[src/rtl/r5p_wbu_if.sv]
// r5p_wbu_if: ALU, load, bus response, decode hazard and register file write port signals of the write-back unit
interface r5p_wbu_if #(
   parameter int AW   = 5,
   parameter int XLEN = 32
);
   logic            alu_vld;
   logic            alu_rdy;
   logic [AW-1:0]   alu_rd;
   logic [XLEN-1:0] alu_dat;
   logic            ld_req;
   logic            ld_rdy;
   logic [AW-1:0]   ld_rd;
   logic [2:0]      ld_fn3;
   logic [1:0]      ld_adr;
   logic            bus_rvld;
   logic [XLEN-1:0] bus_rdt;
   logic            e_rs1;
   logic            e_rs2;
   logic [AW-1:0]   a_rs1;
   logic [AW-1:0]   a_rs2;
   logic            stall;
   logic            ld_err;
   logic            e_rd;
   logic [AW-1:0]   a_rd;
   logic [XLEN-1:0] d_rd;
   modport slave (
      input  alu_vld, alu_rd, alu_dat, ld_req, ld_rd, ld_fn3, ld_adr, bus_rvld, bus_rdt,
             e_rs1, e_rs2, a_rs1, a_rs2,
      output alu_rdy, ld_rdy, stall, ld_err, e_rd, a_rd, d_rd
   );
   modport master (
      output alu_vld, alu_rd, alu_dat, ld_req, ld_rd, ld_fn3, ld_adr, bus_rvld, bus_rdt,
             e_rs1, e_rs2, a_rs1, a_rs2,
      input  alu_rdy, ld_rdy, stall, ld_err, e_rd, a_rd, d_rd
   );
endinterface

[src/rtl/r5p_wbu.sv]
// r5p_wbu: write-back unit merging ALU results and aligned load data into the register file write port
module r5p_wbu #(
   parameter int AW   = 5,
   parameter int XLEN = 32,
   parameter bit WBYP = 1'b0
)(
   input logic    clk,
   input logic    rst,
   r5p_wbu_if.slave bus
);
   logic            pend;
   logic [AW-1:0]   pend_rd;
   logic [2:0]      pend_fn3;
   logic [1:0]      pend_adr;
   logic            done;
   logic            ld_rdy;
   logic            alu_rdy;
   logic [7:0]      ld_b;
   logic [15:0]     ld_h;
   logic [XLEN-1:0] ld_dat;
   logic            e_rd;
   logic [AW-1:0]   a_rd;
   logic [XLEN-1:0] d_rd;
   logic            ld_err;
   logic            ld_haz;
   logic            wr_haz;
   assign done    = pend & bus.bus_rvld;
   assign ld_rdy  = ~pend | bus.bus_rvld;
   assign alu_rdy = ~done & ~(pend & (bus.alu_rd == pend_rd) & (|bus.alu_rd));
   assign ld_haz  = pend & (|pend_rd) &
                    ((bus.e_rs1 & (bus.a_rs1 == pend_rd)) | (bus.e_rs2 & (bus.a_rs2 == pend_rd)));
   assign wr_haz  = ~WBYP & e_rd & (|a_rd) &
                    ((bus.e_rs1 & (bus.a_rs1 == a_rd)) | (bus.e_rs2 & (bus.a_rs2 == a_rd)));
   assign bus.ld_rdy  = ld_rdy;
   assign bus.alu_rdy = alu_rdy;
   assign bus.stall   = ld_haz | wr_haz;
   assign bus.ld_err  = ld_err;
   assign bus.e_rd    = e_rd;
   assign bus.a_rd    = a_rd;
   assign bus.d_rd    = d_rd;
   // align and extend the returning load using the fields captured at issue
   always_comb begin
      ld_b   = bus.bus_rdt[8*pend_adr +: 8];
      ld_h   = bus.bus_rdt[16*pend_adr[1] +: 16];
      ld_dat = pend_fn3[1] ? bus.bus_rdt :
               pend_fn3[0] ? {{(XLEN-16){ld_h[15] & ~pend_fn3[2]}}, ld_h} :
                             {{(XLEN-8){ld_b[7] & ~pend_fn3[2]}}, ld_b};
   end
   // track the single outstanding load; a new issue on the completion cycle chains back-to-back
   always_ff @(posedge clk) begin
      if (rst) begin
         pend     <= 1'b0;
         pend_rd  <= '0;
         pend_fn3 <= '0;
         pend_adr <= '0;
      end else if (bus.ld_req & ld_rdy) begin
         pend     <= 1'b1;
         pend_rd  <= bus.ld_rd;
         pend_fn3 <= bus.ld_fn3;
         pend_adr <= bus.ld_adr;
      end else if (done) begin
         pend     <= 1'b0;
      end
   end
   // registered write port: load completion wins over the ALU, unsolicited responses only flag an error
   always_ff @(posedge clk) begin
      if (rst) begin
         e_rd   <= 1'b0;
         a_rd   <= '0;
         d_rd   <= '0;
         ld_err <= 1'b0;
      end else begin
         ld_err <= bus.bus_rvld & ~pend;
         e_rd   <= done | (bus.alu_vld & alu_rdy);
         if (done) begin
            a_rd <= pend_rd;
            d_rd <= ld_dat;
         end else if (bus.alu_vld & alu_rdy) begin
            a_rd <= bus.alu_rd;
            d_rd <= bus.alu_dat;
         end
      end
   end
endmodule

[src/flat_wrapper.sv]
// flat-port wrapper written by rule: the top's interface ports become plain ports
module r5p_wbu_flat 
#(
   parameter int AW   = 5,
   parameter int XLEN = 32,
   parameter bit WBYP = 1'b0
)
  (clk, rst, bus_alu_vld, bus_alu_rd, bus_alu_dat, bus_ld_req, bus_ld_rd, bus_ld_fn3, bus_ld_adr, bus_bus_rvld, bus_bus_rdt, bus_e_rs1, bus_e_rs2, bus_a_rs1, bus_a_rs2, bus_alu_rdy, bus_ld_rdy, bus_stall, bus_ld_err, bus_e_rd, bus_a_rd, bus_d_rd);
  r5p_wbu_if #(.AW(AW), .XLEN(XLEN)) bus_i ();
  input logic clk;
  input logic rst;
  input wire logic [$bits(bus_i.alu_vld)-1:0] bus_alu_vld;
  input wire logic [$bits(bus_i.alu_rd)-1:0] bus_alu_rd;
  input wire logic [$bits(bus_i.alu_dat)-1:0] bus_alu_dat;
  input wire logic [$bits(bus_i.ld_req)-1:0] bus_ld_req;
  input wire logic [$bits(bus_i.ld_rd)-1:0] bus_ld_rd;
  input wire logic [$bits(bus_i.ld_fn3)-1:0] bus_ld_fn3;
  input wire logic [$bits(bus_i.ld_adr)-1:0] bus_ld_adr;
  input wire logic [$bits(bus_i.bus_rvld)-1:0] bus_bus_rvld;
  input wire logic [$bits(bus_i.bus_rdt)-1:0] bus_bus_rdt;
  input wire logic [$bits(bus_i.e_rs1)-1:0] bus_e_rs1;
  input wire logic [$bits(bus_i.e_rs2)-1:0] bus_e_rs2;
  input wire logic [$bits(bus_i.a_rs1)-1:0] bus_a_rs1;
  input wire logic [$bits(bus_i.a_rs2)-1:0] bus_a_rs2;
  output wire logic [$bits(bus_i.alu_rdy)-1:0] bus_alu_rdy;
  output wire logic [$bits(bus_i.ld_rdy)-1:0] bus_ld_rdy;
  output wire logic [$bits(bus_i.stall)-1:0] bus_stall;
  output wire logic [$bits(bus_i.ld_err)-1:0] bus_ld_err;
  output wire logic [$bits(bus_i.e_rd)-1:0] bus_e_rd;
  output wire logic [$bits(bus_i.a_rd)-1:0] bus_a_rd;
  output wire logic [$bits(bus_i.d_rd)-1:0] bus_d_rd;
  assign bus_i.alu_vld = bus_alu_vld;
  assign bus_i.alu_rd = bus_alu_rd;
  assign bus_i.alu_dat = bus_alu_dat;
  assign bus_i.ld_req = bus_ld_req;
  assign bus_i.ld_rd = bus_ld_rd;
  assign bus_i.ld_fn3 = bus_ld_fn3;
  assign bus_i.ld_adr = bus_ld_adr;
  assign bus_i.bus_rvld = bus_bus_rvld;
  assign bus_i.bus_rdt = bus_bus_rdt;
  assign bus_i.e_rs1 = bus_e_rs1;
  assign bus_i.e_rs2 = bus_e_rs2;
  assign bus_i.a_rs1 = bus_a_rs1;
  assign bus_i.a_rs2 = bus_a_rs2;
  assign bus_alu_rdy = bus_i.alu_rdy;
  assign bus_ld_rdy = bus_i.ld_rdy;
  assign bus_stall = bus_i.stall;
  assign bus_ld_err = bus_i.ld_err;
  assign bus_e_rd = bus_i.e_rd;
  assign bus_a_rd = bus_i.a_rd;
  assign bus_d_rd = bus_i.d_rd;
  r5p_wbu #(.AW(AW), .XLEN(XLEN), .WBYP(WBYP)) u_core (.clk(clk), .rst(rst), .bus(bus_i));
endmodule
[config.mk]
export PLATFORM = sky130hd
export DESIGN_NAME = r5p_wbu_flat
export DESIGN_NICKNAME = d
export VERILOG_FILES = /design/src/rtl/r5p_wbu_if.sv /design/src/rtl/r5p_wbu.sv /design/src/flat_wrapper.sv
export SDC_FILE = /design/constraint.sdc
export NUM_CORES = 1
export LEC_CHECK = 0
export ABC_AREA = 1
export BUFFER_PORTS_ARGS = -buffer_cell sky130_fd_sc_hd__buf_2
export CELL_PAD_IN_SITES_DETAIL_PLACEMENT = 1
export CELL_PAD_IN_SITES_GLOBAL_PLACEMENT = 1
export CORE_MARGIN = 1
export CORE_UTILIZATION = 34
export DETAILED_ROUTE_END_ITERATION = 7
export PLACE_DENSITY_LB_ADDON = 0.05
export REMOVE_ABC_BUFFERS = 1
export SETUP_SLACK_MARGIN = 0.4
export SLEW_MARGIN = 20
export SYNTH_ARGS = -nofsm -noshare
export SYNTH_HDL_FRONTEND = slang
export SYNTH_SLANG_ARGS = --single-unit
[constraint.sdc]
create_clock -name clk -period 2.8 [get_ports clk]
set_input_delay 0.28 -clock clk [delete_from_list [all_inputs] [get_ports clk]]
set_output_delay 0.28 -clock clk [all_outputs]
set_load 0.01 [all_outputs]
==> Yosys cells after proc, flatten, opt, wreduce, memory -nomap -nowiden <==
Cells that the tools add are included.
{ "classes": {"n_shift": 2, "mux": 8, "reduce_logical": 5, "bitwise": 26, "n_eq_ne": 5} }
{ "op_table": {"columns": ["op", "count"], "rows": [
  ["32-bit 2-to-1 mux", 4],
  ["32-bit by 6-bit indexed part select with 16-bit output", 1],
  ["32-bit by 6-bit indexed part select with 8-bit output", 1],
  ["5-bit equality test", 5],
  ["1-bit AND", 17],
  ["5-bit OR reduction", 3],
  ["5-bit 2-to-1 mux", 2],
  ["1-bit bitwise OR", 5],
  ["1-bit inverter", 4],
  ["2-bit nonzero test", 2],
  ["1-bit 2-to-1 mux", 2]
]} }
{ "totals": {"out_inout_bits": 42, "ff_bits": 50, "input_bits": 96} }

==> Logic depth before layout (Yosys ltp) <==
Gate-level depths: netlist (run 1).
{ "logic_depth": {"word_depth": 8, "ltp_mapped": 12, "mapped_depth_nobuf": 11} }

==> Least setup slack after synthesis (run 1) <==
No wires, ideal clock.
{ "synth_timing": {"path_kind": "register to output", "from": "register u_core.pend", "to": "output port bus_alu_rdy", "setup_slack_ns": 1.364, "path_stages_with_launch": 5, "arrival_time_ns": 1.156, "t_required_ns": 2.520, "path_cell_list": "dfxtp_1 -> nand2_1 -> clkinv_1 -> clkbuf_1 -> nor2_1"} }
{ "synth_between": {"elab_chain_cells": 4, "word_cells_on_any_way": 6, "classes_between": "bitwise: 6"} }
{ "synth_lines": {"columns": ["element", "line_no", "source"], "rows": [
  ["start: declaration", "r5p_wbu.sv:11", "logic pend;"],
  ["start signal: assignment", "r5p_wbu.sv:52", "pend <= 1'b0;"],
  ["start signal: assignment", "r5p_wbu.sv:57", "pend <= 1'b1;"],
  ["start signal: assignment", "r5p_wbu.sv:62", "pend <= 1'b0;"],
  ["1-bit AND (2 in series)", "r5p_wbu.sv:29", "assign alu_rdy = ~done & ~(pend & (bus.alu_rd == pend_rd) & (|bus.alu_rd));"],
  ["1-bit inverter", "r5p_wbu.sv:29", null],
  ["1-bit AND (*)", "r5p_wbu.sv:29", null],
  ["end: declaration", "flat_wrapper.sv:25", "output wire logic [$bits(bus_i.alu_rdy)-1:0] bus_alu_rdy;"]
]} }
Mark *: on every way between the ends. The rest lies on a longest branch, timed or not.

==> Worst setup path after layout (run 1) <==
{ "layout_timing": {"from": "register u_core.pend_rd[0]", "to": "output port bus_stall"} }
{ "layout_between": {"elab_chain_cells": 5, "word_cells_on_any_way": 9, "classes_between": "eq/ne: 2; bitwise: 6; reduce/logical: 1"} }
{ "layout_lines": {"columns": ["element", "line_no", "source"], "rows": [
  ["start: declaration", "r5p_wbu.sv:12", "logic [AW-1:0] pend_rd;"],
  ["start signal: assignment", "r5p_wbu.sv:58", "pend_rd <= bus.ld_rd;"],
  ["5-bit equality test", "r5p_wbu.sv:31", "((bus.e_rs1 & (bus.a_rs1 == pend_rd)) | (bus.e_rs2 & (bus.a_rs2 == pend_rd)));"],
  ["1-bit AND", "r5p_wbu.sv:31", null],
  ["1-bit bitwise OR", "r5p_wbu.sv:31", null],
  ["1-bit AND (*)", "r5p_wbu.sv:30", "assign ld_haz = pend & (|pend_rd) &"],
  ["1-bit bitwise OR (*)", "r5p_wbu.sv:36", "assign bus.stall = ld_haz | wr_haz;"],
  ["end: declaration", "flat_wrapper.sv:27", "output wire logic [$bits(bus_i.stall)-1:0] bus_stall;"]
]} }
Marked as above.

==> results of run 1 <==
-- final cells by class --
type	instances	share of cell area (%)
inverter	62	5.59
multi-input combinational	428	46.4
clock buffer	8	2.62
tap	133	3.95
timing repair buffer	145	17.7
sequential	50	23.8
-- worst max-delay path: stages, from the launching register on --
cell and delay (ns):
dfxtp_1 0.40, inv_1 0.12, nand2_1 0.07, o21ai_0 0.10, nor3_1 0.17, nand3_1 0.10, nand2_1 0.07, nand2_1 0.05
nand2_1 0.06, buf_2 0.12
-- per-layer routing --
layer / share of wire (%) / vias up / GRT usage (%) / wire (um)
met4: 0.98 / 0 / 5.57 / 121
met2: 46 / 117 / 41.3 / 5710
met3: 4.8 / 9 / 3.59 / 587
met5: 0 / - / 0 / 0
li1: - / 2092 / - / -
met1: 48 / 1874 / 32.3 / 5890
-- metrics by stage --
step / setup WS, ns / hold WS (ns) / cell area [sq um] / util [%] / std cells
3_3_place_gp: 0.960 / 0.461 / 4100 / 42.1 / 818
3_5_place_dp: 0.934 / 0.469 / 4100 / 42.1 / 818
6_report: 0.933 / 0.176 / 4210 / 43.3 / 826
5_1_grt: 0.705 / 0.182 / 4210 / 43.3 / 826
2_1_floorplan: -0.847 / 0.349 / 3170 / - / 540
4_1_cts: 0.889 / 0.159 / 4210 / 43.3 / 826
-- sequential cells by signal, summed over array words and instances (netlist names) --
| register | flops |
|---|---|
| u_core.pend_adr | 2 |
| u_core.pend | 1 |
| u_core.bus.ld_err | 1 |
| u_core.pend_fn3 | 3 |
| u_core.bus.a_rd | 5 |
| u_core.bus.d_rd | 32 |
| u_core.pend_rd | 5 |
| u_core.bus.e_rd | 1 |
-- cells in the final DEF (no fill, tap or decap) --
master    instances
nand3_2           4
nor2_2            3
o22ai_1           9
o21ai_1           1
xnor2_1           2
o21ai_0          38
dfxtp_1          50
inv_2             4
inv_1            56
buf_4             8
nor2_4            1
xor2_1            1
nor2_1           79
a21oi_1          63
nand2_1         150
clkbuf_8          8
nand4_1          18
o21ai_4           1
inv_4             1
nand2_2           3
nand3_1          52
nand2_4           1
buf_2           137
nor3_1            2
clkinv_1          1
-- report_power, final --
group          leakage (nW)  internal (W)  switching, W
sequential            0.415      0.000772     0.0000496
combinational          1.84      0.000216      0.000361
clock                0.0575      0.000250      0.000267
total                  2.31       0.00124      0.000678
-- worst paths after layout --
check	end	slack, ns	depth (start not counted)
hold / removal	u_core.bus.ld_err	0.18	2
setup reg to reg	u_core.bus.d_rd[7]	0.94	10
hold reg to reg	u_core.bus.d_rd[23]	0.48	2
setup / recovery	bus_stall	0.93	9
-- kinds of logic after synthesis --
family | share of synthesized area, %
buf+inv | 13.2
xor+xnor | 0.776
simple gates | 39.4
compound gates | 17.0
flops | 29.6
==> flow_summary.toml, run 1 <==
[run_status]
status = "finished clean"

[global_routing]
first_global_vias = 4005
overflow = 0
grt_pass1_wl_mm = 19.7
antenna_found_initial = 0
grt_max_degree = 49
track_usage_pct = 24.3

[power]
ir_drop_uv = 187
p_leak_nw = 2.31
total_power_w = 0.00192
power_density_mw_per_mm2 = 455

[route]
first_pass_iters = 4
drt-wirelength-per-cell_um = 14.9
avgViaCountPerCell = 4.95
vias = 4092
ant_nets = 0
wirelength_mm = 12.3
drc = 0
drt_iter0_drc = 103

[floorplan]
core_area_sq_mm = 0.00973
num_rows = 36
dieArea_sq_mm = 0.0104
dieHeight_um = 102
start_util_pct = 34.8
boundaryPins = 138
fp.dieW_um = 102

[critical_path]
r2r_start = "u_core.pend_rd[3]"
startpoint_type = "flip-flop"
crit_start = "u_core.pend_rd[0]"
crit_type = "flip-flop to primary output"
critPathArrivalTime_ns = 1.59
required_ns = 2.52
cp_max_fo = 6
cp-end-kind = "primary output"

[timing]
fin_skew_ns = 0.00859
setup_viol = 0
min_period_ns = 1.87
drv_slew = 0
hold_viol = 0
worst_pin_slew_ns = 0.629
setup_tns_ns = 0
fmax_mhz = 536
relSlewSlack_pct = 58.0
fin_crit_sh_pct = 66.7
rsz0062_at_grt = "false"

[clock_tree]
clock_sinks = 50
ctsHoldBuffers = 0
clk_root_buffer_cell = "clkbuf_8"
cts_max_level = 2
postCtsSetupBuffers = 0
worstSkewPairLatency_ns = 0.32
cts_buffer_depth = 2
cts.clk_slew.worst_paths_ns = 0.10
numCtsBuffers = 5
cts_tree = "built"
ctsResizeCount = 0

[synth]
synth_area_sq_mm = 0.00338
ys.flop_type = "dfxtp_1"
synth_largest_area_cell = "dfxtp_1"
synth_cell_type_count = 28
synth_edf_count = 0
ys_ff_latch = 50
ys_seq_area_share_pct = 29.6
synthTopCellsByCount = "151 x nand2_1, 79 x nor2_1, 63 x a21oi_1, 56 x inv_1, 52 x nand3_1"
synthArstFlopShare_pct = 0
syn_area_per_cell_sq_um = 5.89
netlist.area_leader.share_pct = 29.6
netlist_instances = 575
synth.area.top_cells = "dfxtp_1 30%, nand2_1 17%, a21oi_1 9.3%"
ys.warnings.count = 0
yosysMostFrequentCell = "nand2_1"

[finish]
ff_latch_area_sq_mm = 0.00100
multi_input_area_sq_mm = 0.00195
fillers = 1421
syn_to_final_growth_pct = 24.4
layout.nets = 788
drive_gt1_share_pct = 24.7
n_antenna_cell = 0

[min_path]
min_from = "rst"
hold_class = "primary input to flip-flop"

[place]
port_buffers = 137
post-dp-hpwl_mm = 9.32
gp_congestion = 0.912

[run]
max_cap_violations = 0
Note: power is estimated with default switching activity, not from simulation.
==> run 2, diff against run 1 <==
--- a/config.mk
+++ b/config.mk
@@ -10,7 +10,7 @@
 export CELL_PAD_IN_SITES_DETAIL_PLACEMENT = 1
 export CELL_PAD_IN_SITES_GLOBAL_PLACEMENT = 1
 export CORE_MARGIN = 1
-export CORE_UTILIZATION = 34
+export CORE_UTILIZATION = 32
 export DETAILED_ROUTE_END_ITERATION = 7
 export PLACE_DENSITY_LB_ADDON = 0.05
 export REMOVE_ABC_BUFFERS = 1
==> constraint.sdc (replaced) <==
create_clock -name clk -period 1.9 [get_ports clk]
set_input_delay 0.19 -clock clk [delete_from_list [all_inputs] [get_ports clk]]
set_output_delay 0.19 -clock clk [all_outputs]
set_load 0.01 [all_outputs]
==> flow_summary.toml, run 2 (same netlist as run 1, synthesis figures left out) <==
[floorplan]
dieHeight_um = 105
fp.dieW_um = 105
boundaryPins = 138
num_rows = 37
dieArea_sq_mm = 0.0110
core_area_sq_mm = 0.0103
start_util_pct = 32.9

[critical_path]
r2r_slack_ns = 0.18
crit_type = "flip-flop to flip-flop"
cp_max_fo = 5
startpoint_type = "flip-flop"
reg2regPathDepth = 13
r2r_end = "u_core.bus.d_rd[10]"
r2r_start = "u_core.pend_rd[4]"
cp-end-kind = "flip-flop"
critPathArrivalTime_ns = 1.94
required_ns = 2.12

[power]
ir_drop_uv = 272
p_leak_nw = 2.63
p_comb_share_pct = 33.4
seqPwrFrac_pct = 37.1
p_int_w = 0.00215
switchingPower_w = 0.00110
pwr-share-clk_pct = 29.5
p_sw_share_pct = 33.9
power_density_mw_per_mm2 = 657

[clock_tree]
cts_tree = "built"
cts_max_level = 2
cts_buffer_depth = 2
clk_root_buffer_cell = "clkbuf_8"
cts.clk_slew.worst_paths_ns = 0.10
numCtsBuffers = 5
clock_sinks = 50
worstSkewPairLatency_ns = 0.32

[finish]
n_antenna_cell = 0
fillers = 1431
largest_reg_flops = 32
layout_commonest_cell = "nand2_1"
final_util_pct = 48.1
syn_to_final_growth_pct = 46.2
top_regs = "u_core.bus.d_rd x32, u_core.bus.a_rd x5, u_core.pend_rd x5"
layout.nets = 824
top_register = "u_core.bus.d_rd"
most-common-layout-cells = "139 x nand2_1, 137 x buf_2, 73 x nor2_1"
drive_gt1_share_pct = 35.5

[timing]
fin_crit_sh_pct = 90.3
relSlewSlack_pct = 72.6
fmax_mhz = 583
layout_setup_ws_ns = 0.183
hold_viol = 0
fin_skew_ns = 0.0119
drv_slew = 0
setup_viol = 0
timing.hold.ws_ns = 0.109
min_period_ns = 1.72
worst_pin_slew_ns = 0.410
rsz0062_at_grt = "true"

[global_routing]
grt_pass1_wl_mm = 21.9
grt_max_degree = 44
first_global_vias = 4449
grtUsageMet3_pct = 3.49
overflow = 0
track_usage_pct = 25.0
busiest_layer = "met2"
antenna_found_initial = 0
met1_usage_pct = 31.7
met2_usage_pct = 43.2

[route]
drc = 0
vias = 4382
drt_iter0_drc = 165
avgViaCountPerCell = 5.07
wirelength_mm = 13.7
first_pass_iters = 4
drt-wirelength-per-cell_um = 15.8
ant_nets = 0

[place]
post-dp-hpwl_mm = 9.67
gp_congestion = 0.832
port_buffers = 137
pre_cts_ws_ns = 0.125

[min_path]
min_delay_worst_endpoint = "u_core.bus.ld_err"
min_path_cells = 2
min_from = "rst"
hold_class = "primary input to flip-flop"

[run]
max_cap_violations = 0

[run_status]
status = "finished clean"
run 2: cell types whose count changed in the layout (fill, tap and decap cells not counted), moves of 6 or more:
cell and delta:
nand2_1 -11, nand2_2 +6, nor2_1 -6, buf_4 +16
nand3_1 -20, nand3_2 +20, buf_6 +10
run 2: worst max path at each step:
| stage | to | cells after the start | from | slack (ns) |
|---|---|---|---|---|
| global route | bus_stall | 8 | u_core.pend_rd[1] | 0.11 |
| CTS | bus_stall | 10 | u_core.pend_rd[0] | 0.22 |
| detailed placement | u_core.bus.d_rd[24] | 9 | u_core.pend_rd[1] | 0.13 |
| global placement | u_core.bus.d_rd[31] | 9 | u_core.pend_rd[1] | 0.20 |
| finish | u_core.bus.d_rd[10] | 13 | u_core.pend_rd[4] | 0.18 |
| floorplan | u_core.bus.a_rd[0] | 5 | u_core.pend | -1.75 |
run 2: repair_timing:
action / in CTS / in global routing
cloned: 4 / 0
endpoints found under the setup margin: 40 / 41
hold buffers: 0 / 0
pin swaps: 23 / 16
setup buffers: 17 / 4
gates resized for setup: 72 / 21
run 2: cell type report:
cell class / instances / area [sq um] / share of cell area (%)
clock buffer: 6 / 82.6 / 1.67
clock inverter: 2 / 60.1 / 1.21
inverter: 62 / 241 / 4.88
multi-input combinational: 429 / 2200 / 44.5
sequential: 50 / 1010 / 20.5
tap: 136 / 170 / 3.44
timing repair buffer: 180 / 1180 / 23.8
run 2: power groups by stage:
stage               registers, W  logic, W  clock network [W]
finish                   0.00121   0.00109           0.000960
global route             0.00122   0.00120            0.00103
CTS                      0.00120   0.00104           0.000987
detailed placement       0.00123  0.000900                  0
global placement         0.00123  0.000878                  0
floorplan                0.00126  0.000455                  0
run 2: per-stage QoR:
step | instances | total power [W] | setup TNS [ns] | instance area (sq um)
final | 865 | 0.00325 | 0 | 4950
after CTS | 861 | 0.00323 | 0 | 4850
after floorplan | 540 | 0.00172 | -64.16 | 3170
after detailed placement | 832 | 0.00213 | 0 | 4220
after global placement | 832 | 0.00210 | 0 | 4220
after global routing | 865 | 0.00344 | 0 | 4950
run 2: critical path, cell delays in order, from the launching register on:
cell and delay, ns:
dfxtp_2 0.37, inv_2 0.06, nand2_1 0.07, nand2_1 0.07
nor2_2 0.14, nand2_2 0.11, o21ai_4 0.17, buf_6 0.14
buf_6 0.11, buf_6 0.10, buf_12 0.10, nand3_2 0.06
nand2_1 0.07, nor2_1 0.05
run 2: metal layers:
| layer | wire length [um] | share of wire [%] |
|---|---|---|
| met1 | 6190 | 45 |
| met5 | 0 | 0 |
| met4 | 312 | 2.3 |
| met3 | 605 | 4.4 |
| met2 | 6570 | 48 |
==> run 3, diff against run 2 <==
--- a/config.mk
+++ b/config.mk
@@ -11,9 +11,9 @@
 export CELL_PAD_IN_SITES_GLOBAL_PLACEMENT = 1
 export CORE_MARGIN = 1
 export CORE_UTILIZATION = 32
+export CTS_CLUSTER_DIAMETER = 60
 export DETAILED_ROUTE_END_ITERATION = 7
 export PLACE_DENSITY_LB_ADDON = 0.05
-export REMOVE_ABC_BUFFERS = 1
 export SETUP_SLACK_MARGIN = 0.4
 export SLEW_MARGIN = 20
 export SYNTH_ARGS = -nofsm -noshare
==> flow_summary.toml, run 3 (same netlist as run 1, synthesis figures left out) <==
[route]
first_pass_iters = 4
wirelength_mm = 13.8
avgViaCountPerCell = 5.05
drt_iter0_drc = 158
drt-wirelength-per-cell_um = 16.1
drc = 0
vias = 4337
ant_nets = 0

[critical_path]
cp_max_fo = 3
crit_type = "flip-flop to primary output"
crit_chain = "buf_6 > nand2_2 > nand2_2 > nor2_4 > nand2_4 > nor2_4 > nor2_2 > buf_2"
max_stage_delay_ns = 0.34
startpoint_type = "flip-flop"
cp_slowest_cell = "dfxtp_2"
cp-end-kind = "primary output"
required_ns = 1.71
cp_top_family = "simple AND/OR/NAND/NOR gates"
critPathArrivalTime_ns = 1.42
path_buf_inv = 2

[place]
gp_congestion = 0.873
port_buffers = 137
dp.cells = 832
pre_cts_ws_ns = 0.216
post-dp-hpwl_mm = 9.88

[synth]
synth_fp_nets = 671

[clock_tree]
cts_buffer_depth = 2
numCtsBuffers = 5
clock_sinks = 50
cts_tree = "built"
cts_max_level = 2
clk_root_buffer_cell = "clkbuf_8"
cts.clk_slew.worst_paths_ns = 0.10
ctsHoldBuffers = 0
worstSkewPairLatency_ns = 0.32

[finish]
drive_gt1_share_pct = 38.6
most-common-layout-cells = "141 x nand2_1, 137 x buf_2, 56 x nor2_1, 56 x a21oi_1, 54 x inv_1"
syn_to_final_growth_pct = 47.6
layout_commonest_cell = "nand2_1"
stdcell_count = 859
final_util_pct = 48.6
top_regs = "u_core.bus.d_rd x32, u_core.bus.a_rd x5, u_core.pend_rd x5"
layout.nets = 819
n_antenna_cell = 0
largest_reg_flops = 32
top_register = "u_core.bus.d_rd"

[timing]
hold_viol = 0
fmax_mhz = 620
rsz0062_at_grt = "true"
drv_slew = 0
setup_tns_ns = 0
setup_viol = 0
relSlewSlack_pct = 73.2
layout_setup_ws_ns = 0.287
worst_pin_slew_ns = 0.402
fin_skew_ns = 0.00860
min_period_ns = 1.61
fin_crit_sh_pct = 84.9

[global_routing]
met1_usage_pct = 31.6
busiest_layer = "met2"
track_usage_pct = 24.5
first_global_vias = 4336
met2_usage_pct = 42.2
overflow = 0
grt_pass1_wl_mm = 21.7
grtUsageMet3_pct = 3.68
grt_max_degree = 53
antenna_found_initial = 2

[power]
p_sw_share_pct = 38.0
p_leak_nw = 2.58
p_int_w = 0.00186
ir_drop_uv = 285
switchingPower_w = 0.00114
pwr-share-clk_pct = 22.2
p_comb_share_pct = 37.4
power_density_mw_per_mm2 = 601
seqPwrFrac_pct = 40.3

[min_path]
hold_class = "primary input to flip-flop"

[floorplan]
boundaryPins = 138
dieHeight_um = 105
core_area_sq_mm = 0.0103
num_rows = 37
fp.dieW_um = 105
start_util_pct = 32.9
dieArea_sq_mm = 0.0110

[run]
max_cap_violations = 0

[run_status]
status = "finished clean"
run 3: changes by cell type in the layout (fill, tap and decap cells not counted), sizes merged:
cell | previous run | this run
clkinvlp | 0 | 2
bufinv | 2 | 0
buf | 180 | 173
clkbuf | 6 | 7
run 3: cell type report:
type,count,area (sq um)
Fill cell,1429,5280
Multi-Input combinational cell,429,2290
Timing Repair Buffer,175,1180
Sequential cell,50,1020
Inverter,62,243
Tap cell,136,170
Clock buffer,5,68.8
Clock inverter,2,15.0
run 3: through the flow:
stage          hold slack [ns]  area [sq um]  total power, W
3_3_place_gp             0.427          4220         0.00210
5_1_grt                  0.122          4990         0.00319
3_5_place_dp             0.438          4220         0.00213
4_1_cts                  0.108          4490         0.00286
2_1_floorplan            0.259          3380         0.00176
6_report                 0.114          4990         0.00300
run 3: worst register-to-register path: stages, from the launching register on:
cell and delay (ns):
dfxtp_2 0.34, buf_6 0.12, nand2_2 0.06, nand2_2 0.06, nor2_4 0.10, nand2_4 0.08, o21ai_4 0.17, buf_12 0.15
buf_12 0.10, buf_16 0.12, nand3_1 0.07, nand2_1 0.08, nor2_1 0.04
run 3: per-layer routing:
layer,routed length (um),vias up
li1,-,2155
met1,6100,2037
met2,6710,124
met3,736,19
met4,231,2
met5,13,-
run 3: power by group through the flow:
| stage | Clock [W] | Sequential (W) | Combinational (W) |
|---|---|---|---|
| after detailed placement | 0 | 0.00123 | 0.000896 |
| after global routing | 0.000729 | 0.00122 | 0.00124 |
| final | 0.000668 | 0.00121 | 0.00112 |
| after floorplan | 0 | 0.00125 | 0.000517 |
| after global placement | 0 | 0.00123 | 0.000876 |
| after CTS | 0.000688 | 0.00121 | 0.000961 |
run 3: path summary, 6_finish.rpt:
kind                            cells after the start             endpoint           startpoint  slack, ns
worst max-delay path                                8          bus_alu_rdy    u_core.pend_rd[0]       0.29
worst min register to register                      2  u_core.bus.d_rd[18]  u_core.bus.d_rd[18]       0.49
worst max register to register                     12   u_core.bus.d_rd[6]    u_core.pend_rd[0]       0.32
worst min-delay path                                2      u_core.bus.e_rd                  rst       0.11
run 3: timing repair:
| item | 4_1_cts | 5_1_grt |
|---|---|---|
| buffers inserted | 4 | 10 |
| endpoints found under the setup margin | 39 | 48 |
| cloned | 3 | 3 |
| resized for setup | 29 | 90 |
| pin swaps | 13 | 38 |
